File: src/rtl/rf_wb_arbiter_if.sv
// Handshake and register-file bus bundle for the write-back arbiter.
// master: decode/execute side plus the rf it drives; slave: the arbiter.
interface rf_wb_arbiter_if #(
  parameter int ADDR_W = 5,
  parameter int DATA_W = 32
);
  logic              issue_valid;
  logic [ADDR_W-1:0] issue_rs1;
  logic [ADDR_W-1:0] issue_rs2;
  logic [ADDR_W-1:0] issue_rd;
  logic              issue_stall;

  logic              a_valid;
  logic [ADDR_W-1:0] a_rd;
  logic [DATA_W-1:0] a_data;
  logic              a_ready;

  logic              b_valid;
  logic [ADDR_W-1:0] b_rd;
  logic [DATA_W-1:0] b_data;
  logic              b_ready;

  logic [ADDR_W-1:0] rf_rd;
  logic              rf_write_e;
  logic [DATA_W-1:0] rf_write_d;

  logic              wb_orphan;
  logic              idle;

  modport master (
    output issue_valid, issue_rs1, issue_rs2, issue_rd,
    input  issue_stall,
    output a_valid, a_rd, a_data,
    input  a_ready,
    output b_valid, b_rd, b_data,
    input  b_ready,
    input  rf_rd, rf_write_e, rf_write_d, wb_orphan, idle
  );

  modport slave (
    input  issue_valid, issue_rs1, issue_rs2, issue_rd,
    output issue_stall,
    input  a_valid, a_rd, a_data,
    output a_ready,
    input  b_valid, b_rd, b_data,
    output b_ready,
    output rf_rd, rf_write_e, rf_write_d, wb_orphan, idle
  );
endinterface

File: src/rtl/rf_wb_arbiter.sv
// Write-back arbiter + busy scoreboard in front of the 32x32 register file.
// Shares the single rf write port between the ALU (A) and load unit (B),
// round-robin on ties, and stalls issue on RAW/WAW hazards.
module rf_wb_arbiter #(
  parameter int NUM_REGS = 32,
  parameter int ADDR_W   = 5,
  parameter int DATA_W   = 32
) (
  input  logic           clk,
  input  logic           rst_n,
  rf_wb_arbiter_if.slave bus
);

  logic [NUM_REGS-1:1] busy_q;
  logic [NUM_REGS-1:0] busy_full;   // x0 slot tied low for direct indexing
  logic [NUM_REGS-1:1] set_vec;
  logic [NUM_REGS-1:1] clr_vec;
  logic [NUM_REGS-1:1] busy_nxt;

  logic              ws_valid;
  logic [ADDR_W-1:0] ws_rd;
  logic [DATA_W-1:0] ws_data;
  logic              last_b;
  logic              wb_orphan_q;

  logic              issue_acc;
  logic              a_gnt, b_gnt, xfer;
  logic [ADDR_W-1:0] sel_rd;
  logic [DATA_W-1:0] sel_data;
  logic              orphan_d;

  assign busy_full = {busy_q, 1'b0};

  // Hazard check depends only on issue fields and the scoreboard
  assign bus.issue_stall = bus.issue_valid &
                           (busy_full[bus.issue_rs1] | busy_full[bus.issue_rs2] |
                            busy_full[bus.issue_rd]);
  assign issue_acc = bus.issue_valid & ~bus.issue_stall;

  // Round-robin: on a tie, the requester not granted last time wins
  assign a_gnt    = bus.a_valid & (~bus.b_valid | last_b);
  assign b_gnt    = bus.b_valid & (~bus.a_valid | ~last_b);
  assign xfer     = a_gnt | b_gnt;
  assign sel_rd   = a_gnt ? bus.a_rd   : bus.b_rd;
  assign sel_data = a_gnt ? bus.a_data : bus.b_data;
  assign bus.a_ready = a_gnt;
  assign bus.b_ready = b_gnt;

  // Orphan: nonzero destination that nobody marked busy
  assign orphan_d = xfer & (sel_rd != '0) & ~busy_full[sel_rd];

  // Per-register set (accepted issue) and clear (write stage commit) decode
  for (genvar r = 1; r < NUM_REGS; r++) begin : g_sb
    assign set_vec[r] = issue_acc & (bus.issue_rd == ADDR_W'(r));
    assign clr_vec[r] = ws_valid  & (ws_rd        == ADDR_W'(r));
  end

  // Set wins over clear when both hit the same bit
  assign busy_nxt = (busy_q & ~clr_vec) | set_vec;

  // Scoreboard, write stage, arbitration pointer and orphan pulse
  always_ff @(posedge clk or negedge rst_n) begin
    if (!rst_n) begin
      busy_q      <= '0;
      ws_valid    <= 1'b0;
      ws_rd       <= '0;
      ws_data     <= '0;
      last_b      <= 1'b1;
      wb_orphan_q <= 1'b0;
    end else begin
      busy_q      <= busy_nxt;
      wb_orphan_q <= orphan_d;
      if (xfer) begin
        ws_valid <= (sel_rd != '0);
        ws_rd    <= sel_rd;
        ws_data  <= sel_data;
        last_b   <= b_gnt;
      end else begin
        ws_valid <= 1'b0;
      end
    end
  end

  assign bus.rf_write_e = ws_valid;
  assign bus.rf_rd      = ws_rd;
  assign bus.rf_write_d = ws_data;
  assign bus.wb_orphan  = wb_orphan_q;
  assign bus.idle       = ~|busy_q & ~ws_valid;

endmodule

File: src/flat_wrapper.sv
// flat-port wrapper written by rule: the top's interface ports become plain ports
module rf_wb_arbiter_flat 
#(
  parameter int NUM_REGS = 32,
  parameter int ADDR_W   = 5,
  parameter int DATA_W   = 32
)
  (clk, rst_n, bus_issue_valid, bus_issue_rs1, bus_issue_rs2, bus_issue_rd, bus_issue_stall, bus_a_valid, bus_a_rd, bus_a_data, bus_a_ready, bus_b_valid, bus_b_rd, bus_b_data, bus_b_ready, bus_rf_rd, bus_rf_write_e, bus_rf_write_d, bus_wb_orphan, bus_idle);
  rf_wb_arbiter_if #(.ADDR_W(ADDR_W), .DATA_W(DATA_W)) bus_i ();
  input  logic clk;
  input  logic rst_n;
  input wire logic [$bits(bus_i.issue_valid)-1:0] bus_issue_valid;
  input wire logic [$bits(bus_i.issue_rs1)-1:0] bus_issue_rs1;
  input wire logic [$bits(bus_i.issue_rs2)-1:0] bus_issue_rs2;
  input wire logic [$bits(bus_i.issue_rd)-1:0] bus_issue_rd;
  output wire logic [$bits(bus_i.issue_stall)-1:0] bus_issue_stall;
  input wire logic [$bits(bus_i.a_valid)-1:0] bus_a_valid;
  input wire logic [$bits(bus_i.a_rd)-1:0] bus_a_rd;
  input wire logic [$bits(bus_i.a_data)-1:0] bus_a_data;
  output wire logic [$bits(bus_i.a_ready)-1:0] bus_a_ready;
  input wire logic [$bits(bus_i.b_valid)-1:0] bus_b_valid;
  input wire logic [$bits(bus_i.b_rd)-1:0] bus_b_rd;
  input wire logic [$bits(bus_i.b_data)-1:0] bus_b_data;
  output wire logic [$bits(bus_i.b_ready)-1:0] bus_b_ready;
  output wire logic [$bits(bus_i.rf_rd)-1:0] bus_rf_rd;
  output wire logic [$bits(bus_i.rf_write_e)-1:0] bus_rf_write_e;
  output wire logic [$bits(bus_i.rf_write_d)-1:0] bus_rf_write_d;
  output wire logic [$bits(bus_i.wb_orphan)-1:0] bus_wb_orphan;
  output wire logic [$bits(bus_i.idle)-1:0] bus_idle;
  assign bus_i.issue_valid = bus_issue_valid;
  assign bus_i.issue_rs1 = bus_issue_rs1;
  assign bus_i.issue_rs2 = bus_issue_rs2;
  assign bus_i.issue_rd = bus_issue_rd;
  assign bus_issue_stall = bus_i.issue_stall;
  assign bus_i.a_valid = bus_a_valid;
  assign bus_i.a_rd = bus_a_rd;
  assign bus_i.a_data = bus_a_data;
  assign bus_a_ready = bus_i.a_ready;
  assign bus_i.b_valid = bus_b_valid;
  assign bus_i.b_rd = bus_b_rd;
  assign bus_i.b_data = bus_b_data;
  assign bus_b_ready = bus_i.b_ready;
  assign bus_rf_rd = bus_i.rf_rd;
  assign bus_rf_write_e = bus_i.rf_write_e;
  assign bus_rf_write_d = bus_i.rf_write_d;
  assign bus_wb_orphan = bus_i.wb_orphan;
  assign bus_idle = bus_i.idle;
  rf_wb_arbiter #(.NUM_REGS(NUM_REGS), .ADDR_W(ADDR_W), .DATA_W(DATA_W)) u_core (.clk(clk), .rst_n(rst_n), .bus(bus_i));
endmodule
File: config.mk
export PLATFORM = sky130hd
export DESIGN_NAME = rf_wb_arbiter_flat
export DESIGN_NICKNAME = d
export VERILOG_FILES = /design/src/rtl/rf_wb_arbiter_if.sv /design/src/rtl/rf_wb_arbiter.sv /design/src/flat_wrapper.sv
export SDC_FILE = /design/constraint.sdc
export NUM_CORES = 1
export LEC_CHECK = 0
export ABC_CLOCK_PERIOD_IN_PS = 7400
export BUFFER_PORTS_ARGS = -buffer_cell sky130_fd_sc_hd__clkbuf_2
export CORE_ASPECT_RATIO = 0.75
export CORE_UTILIZATION = 40
export DETAILED_ROUTE_END_ITERATION = 10
export SLEW_MARGIN = 20
export SYNTH_ARGS = -nofsm -noshare
export SYNTH_HDL_FRONTEND = slang
export SYNTH_SLANG_ARGS = --single-unit
File: constraint.sdc
create_clock -name clk -period 7.4 [get_ports clk]
set_input_delay 1.11 -clock clk [delete_from_list [all_inputs] [get_ports clk]]
set_output_delay 1.11 -clock clk [all_outputs]
set_load 0.03 [all_outputs]
## Word level (Yosys, flattened, before mapping)

Cells that the tools add are included.
W data, S select, Z words.

| operators by class | value |
|---|---|
| $mul | 0 |
| equality and inequality tests | 62 |
| reduce and logical (&&, ||, !) cells | 3 |
| divide/modulo/power cells | 0 |
| shifts and indexed selects | 0 |
| multiplexer cells | 11 |
| bitwise gates (word level) | 83 |
| magnitude comparators | 4 |
| add/sub/neg operators | 0 |

Operators with widths:

| kind | count |
|---|---|
| $eq A5 B5 Y1 const B | 32 |
| $eq A5 B4 Y1 const B | 16 |
| $and A1 B1 Y1 | 69 |
| $eq A5 B3 Y1 const B | 8 |
| $mux W32 | 1 |
| $and A31 B31 Y31 | 1 |
| $not A31 Y31 | 1 |
| $or A31 B31 Y31 | 1 |
| $reduce_or A31 Y1 | 1 |
| $lt A5 B6 Y1 const B | 4 |
| $bmux W1 S5 | 4 |
| $eq A5 B2 Y1 const B | 4 |
| $eq A5 B1 Y1 const B | 2 |
| $not A1 Y1 | 6 |
| $mux W1 | 5 |
| $mux W5 | 1 |
| $or A1 B1 Y1 | 5 |
| $reduce_bool A5 Y1 | 1 |
| $logic_not A1 Y1 | 1 |

| storage, ports and cells | value |
|---|---|
| output and inout port bits | 43 |
| memories kept | 0 |
| bits in latches | 0 |
| bits in writable memories | 0 |
| ROM bits | 0 |
| input bits | 94 |
| register bits after elaboration | 71 |

## Longest topological paths before layout

| depth | value |
|---|---|
| word-level depth | 9 |
| mapped depth | 9 |

## Least setup slack after synthesis

No wires, ideal clock.

| timing path | value |
|---|---|
| kind | input to output |
| from | input bus_issue_rs2[0] |
| to | output bus_issue_stall |
| slack | 3.389 ns |
| stages on the path | 8 |
| arrival time | 2.901 ns |
| cells stage by stage | buf_4 > mux4_2 > nor2b_1 > o21ai_0 > a31o_2 > buf_2 > buf_6 > o31a_1 |

| between the ends | value |
|---|---|
| longest elaborated chain between the ends | 5 |

RTL lines:

| item | RTL line | RTL |
|---|---|---|
| from (decl) | flat_wrapper.sv:14 | `input wire logic [$bits(bus_i.issue_rs2)-1:0] bus_issue_rs2;` |
| $bmux W1 S5 | rf_wb_arbiter.sv:36 | `(busy_full[bus.issue_rs1] \| busy_full[bus.issue_rs2] \|` |
| $mux W1 (not written as such) | rf_wb_arbiter.sv:36 |  |
| $or A1 B1 Y1 (2 in series) | rf_wb_arbiter.sv:36 |  |
| $and A1 B1 Y1 | rf_wb_arbiter.sv:35 | `assign bus.issue_stall = bus.issue_valid &` |
| to (decl) | flat_wrapper.sv:16 | `output wire logic [$bits(bus_i.issue_stall)-1:0] bus_issue_stall;` |

Every way passes these cells. The select of a mux whose other input is x is not followed.

## Worst setup path in the final report

| timing path | value |
|---|---|
| from | input bus_issue_rs1[0] |
| to | output bus_issue_stall |

| between the ends | value |
|---|---|
| longest elaborated chain between the ends | 5 |

RTL lines:

| item | RTL line | RTL |
|---|---|---|
| from (decl) | flat_wrapper.sv:13 | `input wire logic [$bits(bus_i.issue_rs1)-1:0] bus_issue_rs1;` |
| $bmux W1 S5 | rf_wb_arbiter.sv:36 |  |
| $mux W1 (not written as such) | rf_wb_arbiter.sv:36 |  |
| $or A1 B1 Y1 (2 in series) | rf_wb_arbiter.sv:36 |  |
| $and A1 B1 Y1 | rf_wb_arbiter.sv:35 |  |

Every way passes these cells. The select of a mux whose other input is x is not followed.

==> flow_summary_export.csv <==
group,metric,value,unit
status,outcome,"complete, no violations",
power_and_ir_drop,power_spent_charging_and_discharging_nets,755,uW
timing,worst_clock_skew,9.78,ps
timing,report.final.setup_viol,0,
power_and_ir_drop,seqPwrFrac,43.0,%
power_and_ir_drop,max-vdd-ir-drop,0.123,mV
yosys,yosys_warnings,0,
cells_and_area,synthToLayoutAreaGrowth,21.1,%
clocking,post_cts_buffers,0,
detailed_routing,ant_nets,0,
critical_path,required,6290,ps
global_route,gr-total-overflow,0,
timing,finalSetupTns,0,ps
clocking,clock_latency_late_sink,330,ps
critical_path,crit_path_top_delay_cell,"sky130_fd_sc_hd__mux4_2",
floorplanning,initial_core_util,41.0,%
global_route,first_global_vias,4583,
floorplanning,placementRows,34,
timing,post-route-period-util,57.8,%
timing,hold_violations,0,
floorplanning,design.portCount,137,
floorplanning,core,11600,um2
global_route,grtUsageTotal,27.1,%
detailed_routing,avgViaCountPerCell,6.13,
clocking,clock_tree_root_driver_cell,"sky130_fd_sc_hd__clkbuf_16",
hold_path,hold_path.class,"reg -> reg",
yosys,synth_seq_cells,71,
floorplanning,dieHeight,96.5,um
flow_run,maxCapViolCount,0,
power_and_ir_drop,p_comb_share,34.0,%
placement,detailedPlacementHpwl,11.6,mm
timing,max_slew_margin,31.2,%
yosys,most_area_hungry_cell_type_in_the_yosys_netlist,"sky130_fd_sc_hd__dfrtp_1",
floorplanning,fp.dieArea,12400,um2
yosys,ys_types,59,
yosys,synthesis.area,4770,um2
floorplanning,chipWidth,128,um
timing,max_slew_vio_count,0,
clocking,clock-sinks,71,
global_route,grt_max_degree,72,
yosys,syn-instance-count,520,
yosys,avg_synthesized_cell_area,9.17,um2
detailed_routing,routedWlPerCell,20.2,um
cells_and_area,n_antenna_cell,0,
yosys,async_flop_share,100,%
yosys,edff_count_synth,0,
clocking,cts_repair_resize_count,0,
critical_path,crit_arrival,3170,ps
yosys,post-synth-top-count-cell,"sky130_fd_sc_hd__nor2_1",
clocking,post_cts_hold_buffer_count,0,
critical_path,crit_path_max_incr_delay,530,ps
critical_path,cp_max_fo,12,
timing,rsz0062_at_grt,"false",
global_route,initial_antenna_violation_count,0,
timing,maxClockFrequency,234,MHz
yosys,synth_flop_cell,"sky130_fd_sc_hd__dfrtp_1",
clocking,cts-buffers-inserted,9,
timing,worst-slew-pin-transition,1030,ps
clocking,clockBufferDepth,2,
clocking,cts_tree,"yes",
critical_path,most_numerous_cell_on_the_critical_path,"sky130_fd_sc_hd__clkbuf_2",
yosys,netlist_top_cells_area,"sky130_fd_sc_hd__dfrtp_1 37%, sky130_fd_sc_hd__nor2_1 5.6%, sky130_fd_sc_hd__mux4_2 5.2%",
global_route,grt_first_pass_wirelength,25.2,mm
power_and_ir_drop,swShare,42.0,%
yosys,synth_seq_area_share,37.3,%
cells_and_area,nNetsFinal,726,
power_and_ir_drop,power_per_cell_area,312,nW/um2
clocking,path_clk_slew,50,ps
critical_path,start_kind,"input pin",
yosys,yosys-top-cells-count,"71 x sky130_fd_sc_hd__nor2_1, 70 x sky130_fd_sc_hd__dfrtp_1, 49 x sky130_fd_sc_hd__o21ai_0, 32 x sky130_fd_sc_hd__nand2_1, 31 x sky130_fd_sc_hd__o22ai_1",
detailed_routing,routed_wirelength,16.1,mm
critical_path,timing_worst_setup_path_type,"in -> out",
detailed_routing,detail_route.iter0.violations,488,
placement,placement.cell_area,5490,um2
critical_path,cp_cell_instances,"clkbuf_2 > mux4_2 > a2bb2oi_1 > and4_1 > a211oi_2 > nand2_1 > o31a_1 > clkbuf_2",
placement,placement.io_buffers,136,
detailed_routing,vias,4899,
detailed_routing,drt_drc_violations_left,0,
power_and_ir_drop,clockPowerShare,23.0,%
power_and_ir_drop,p_int,1040,uW
critical_path,endpoint_kind,"output port",
clocking,cts.htree.levels,3,
placement,gp_routability_congestion,0.946,
yosys,synth_fp_nets,614,
power_and_ir_drop,leakage,0.00248,uW
yosys,netlist.area_leader.share,36.8,%
cells_and_area,postLayoutCellArea,5770,um2
detailed_routing,number_of_search_and_repair_iterations_in_the_first_detailed_routing_pass,5,
timing,post_route_minimum_period,4280,ps
cells_and_area,layout-drive-gt1-share,29.4,%
==> metrics by stage <==
step	utilization (%)	setup slack, ps	instances	power [uW]	hold WS [ps]
floorplan	-	3390	520	1080	541
global placement	47.2	3010	783	1350	505
detailed placement	47.2	2900	783	1360	518
CTS	49.7	2900	799	1780	531
global route	49.7	2990	799	1890	550
finish	49.7	3120	799	1800	527
==> area by class of cell <==
class	count	area, um2
clock buffer	12	236
fill	1129	5840
multi-input combinational	404	2790
clock inverter	4	47.5
sequential	71	1780
inverter	9	33.8
timing repair buffer	137	688
tap	162	203
==> power by group through the flow <==
stage          Sequential, uW  Combinational, uW  Clock [uW]
4_1_cts                   748                607         424
3_5_place_dp              754                605           0
3_3_place_gp              754                596           0
5_1_grt                   777                669         445
6_report                  774                611         414
2_1_floorplan             668                415           0
==> state kept, by name (all words and copies together) (netlist names) <==
signal	count
u_core.bus.rf_rd	5
u_core.bus.rf_write_d	32
u_core.busy_q	31
u_core.last_b	1
u_core.bus.wb_orphan	1
u_core.bus.rf_write_e	1
==> cell families (layout without fill, tap and decap cells) <==
logic type / count (synthesis) / count (layout) / share of synthesized area, %
multiplexers: 45 / 45 / 14.7
AO/OA/AOI/OAI: 175 / 175 / 24.6
flip-flops: 71 / 71 / 37.3
buffers and inverters: 45 / 162 / 4.31
AND/OR/NAND/NOR: 184 / 184 / 19.1
==> metal layers <==
layer  wire length [um]  share of wire, %  track usage (%)  vias to the layer above
met4                301               1.9             9.02                        0
met3               1550               9.6             8.15                       40
li1                   -                 -                -                     2220
met1               7010                44             36.9                     2376
met5                  0                 0                0                        -
met2               7240                45             41.4                      263
==> path summary, 6_finish.rpt <==
path | start | end | slack (ps) | cells after the start
setup / recovery | bus_issue_rs1[0] | bus_issue_stall | 3120 | 8
hold / removal | u_core.bus.rf_write_d[10] | u_core.bus.rf_write_d[10] | 530 | 2
setup reg to reg | u_core.last_b | u_core.bus.wb_orphan | 4420 | 7
hold reg to reg | u_core.bus.rf_write_d[10] | u_core.bus.rf_write_d[10] | 530 | 2
max in group asynchronous | rst_n | u_core.busy_q[26] | 5810 | 2
min in group asynchronous | rst_n | u_core.busy_q[16] | 970 | 2
==> layout by cell type, fill, tap and decap left out, drive strengths merged, types with 3 or more instances in the layout <==
cell       n
or2        3
a221oi     5
nor2      71
mux2      11
nand2     32
a21oi     18
mux4      17
a211oi    10
a31oi      4
nand2b    21
o31ai      8
nand4      3
nand4b     4
nor4       8
nor2b     12
a22oi      4
o22ai     31
and2       4
dfrtp     70
a311oi     4
a2111oi    3
nand3     14
clkbuf   147
or3        3
mux2i     17
or4        3
inv        9
o21ai     54
o41ai     16
==> worst max-delay path: cells and delay by family <==
family | cells | cell delay [ps]
muxes | 1 | 530
AOI/OAI and AO/OA | 3 | 790
and+or+nand+nor | 2 | 340
buffers and inverters | 2 | 390
(Power assumes the default switching activity.)
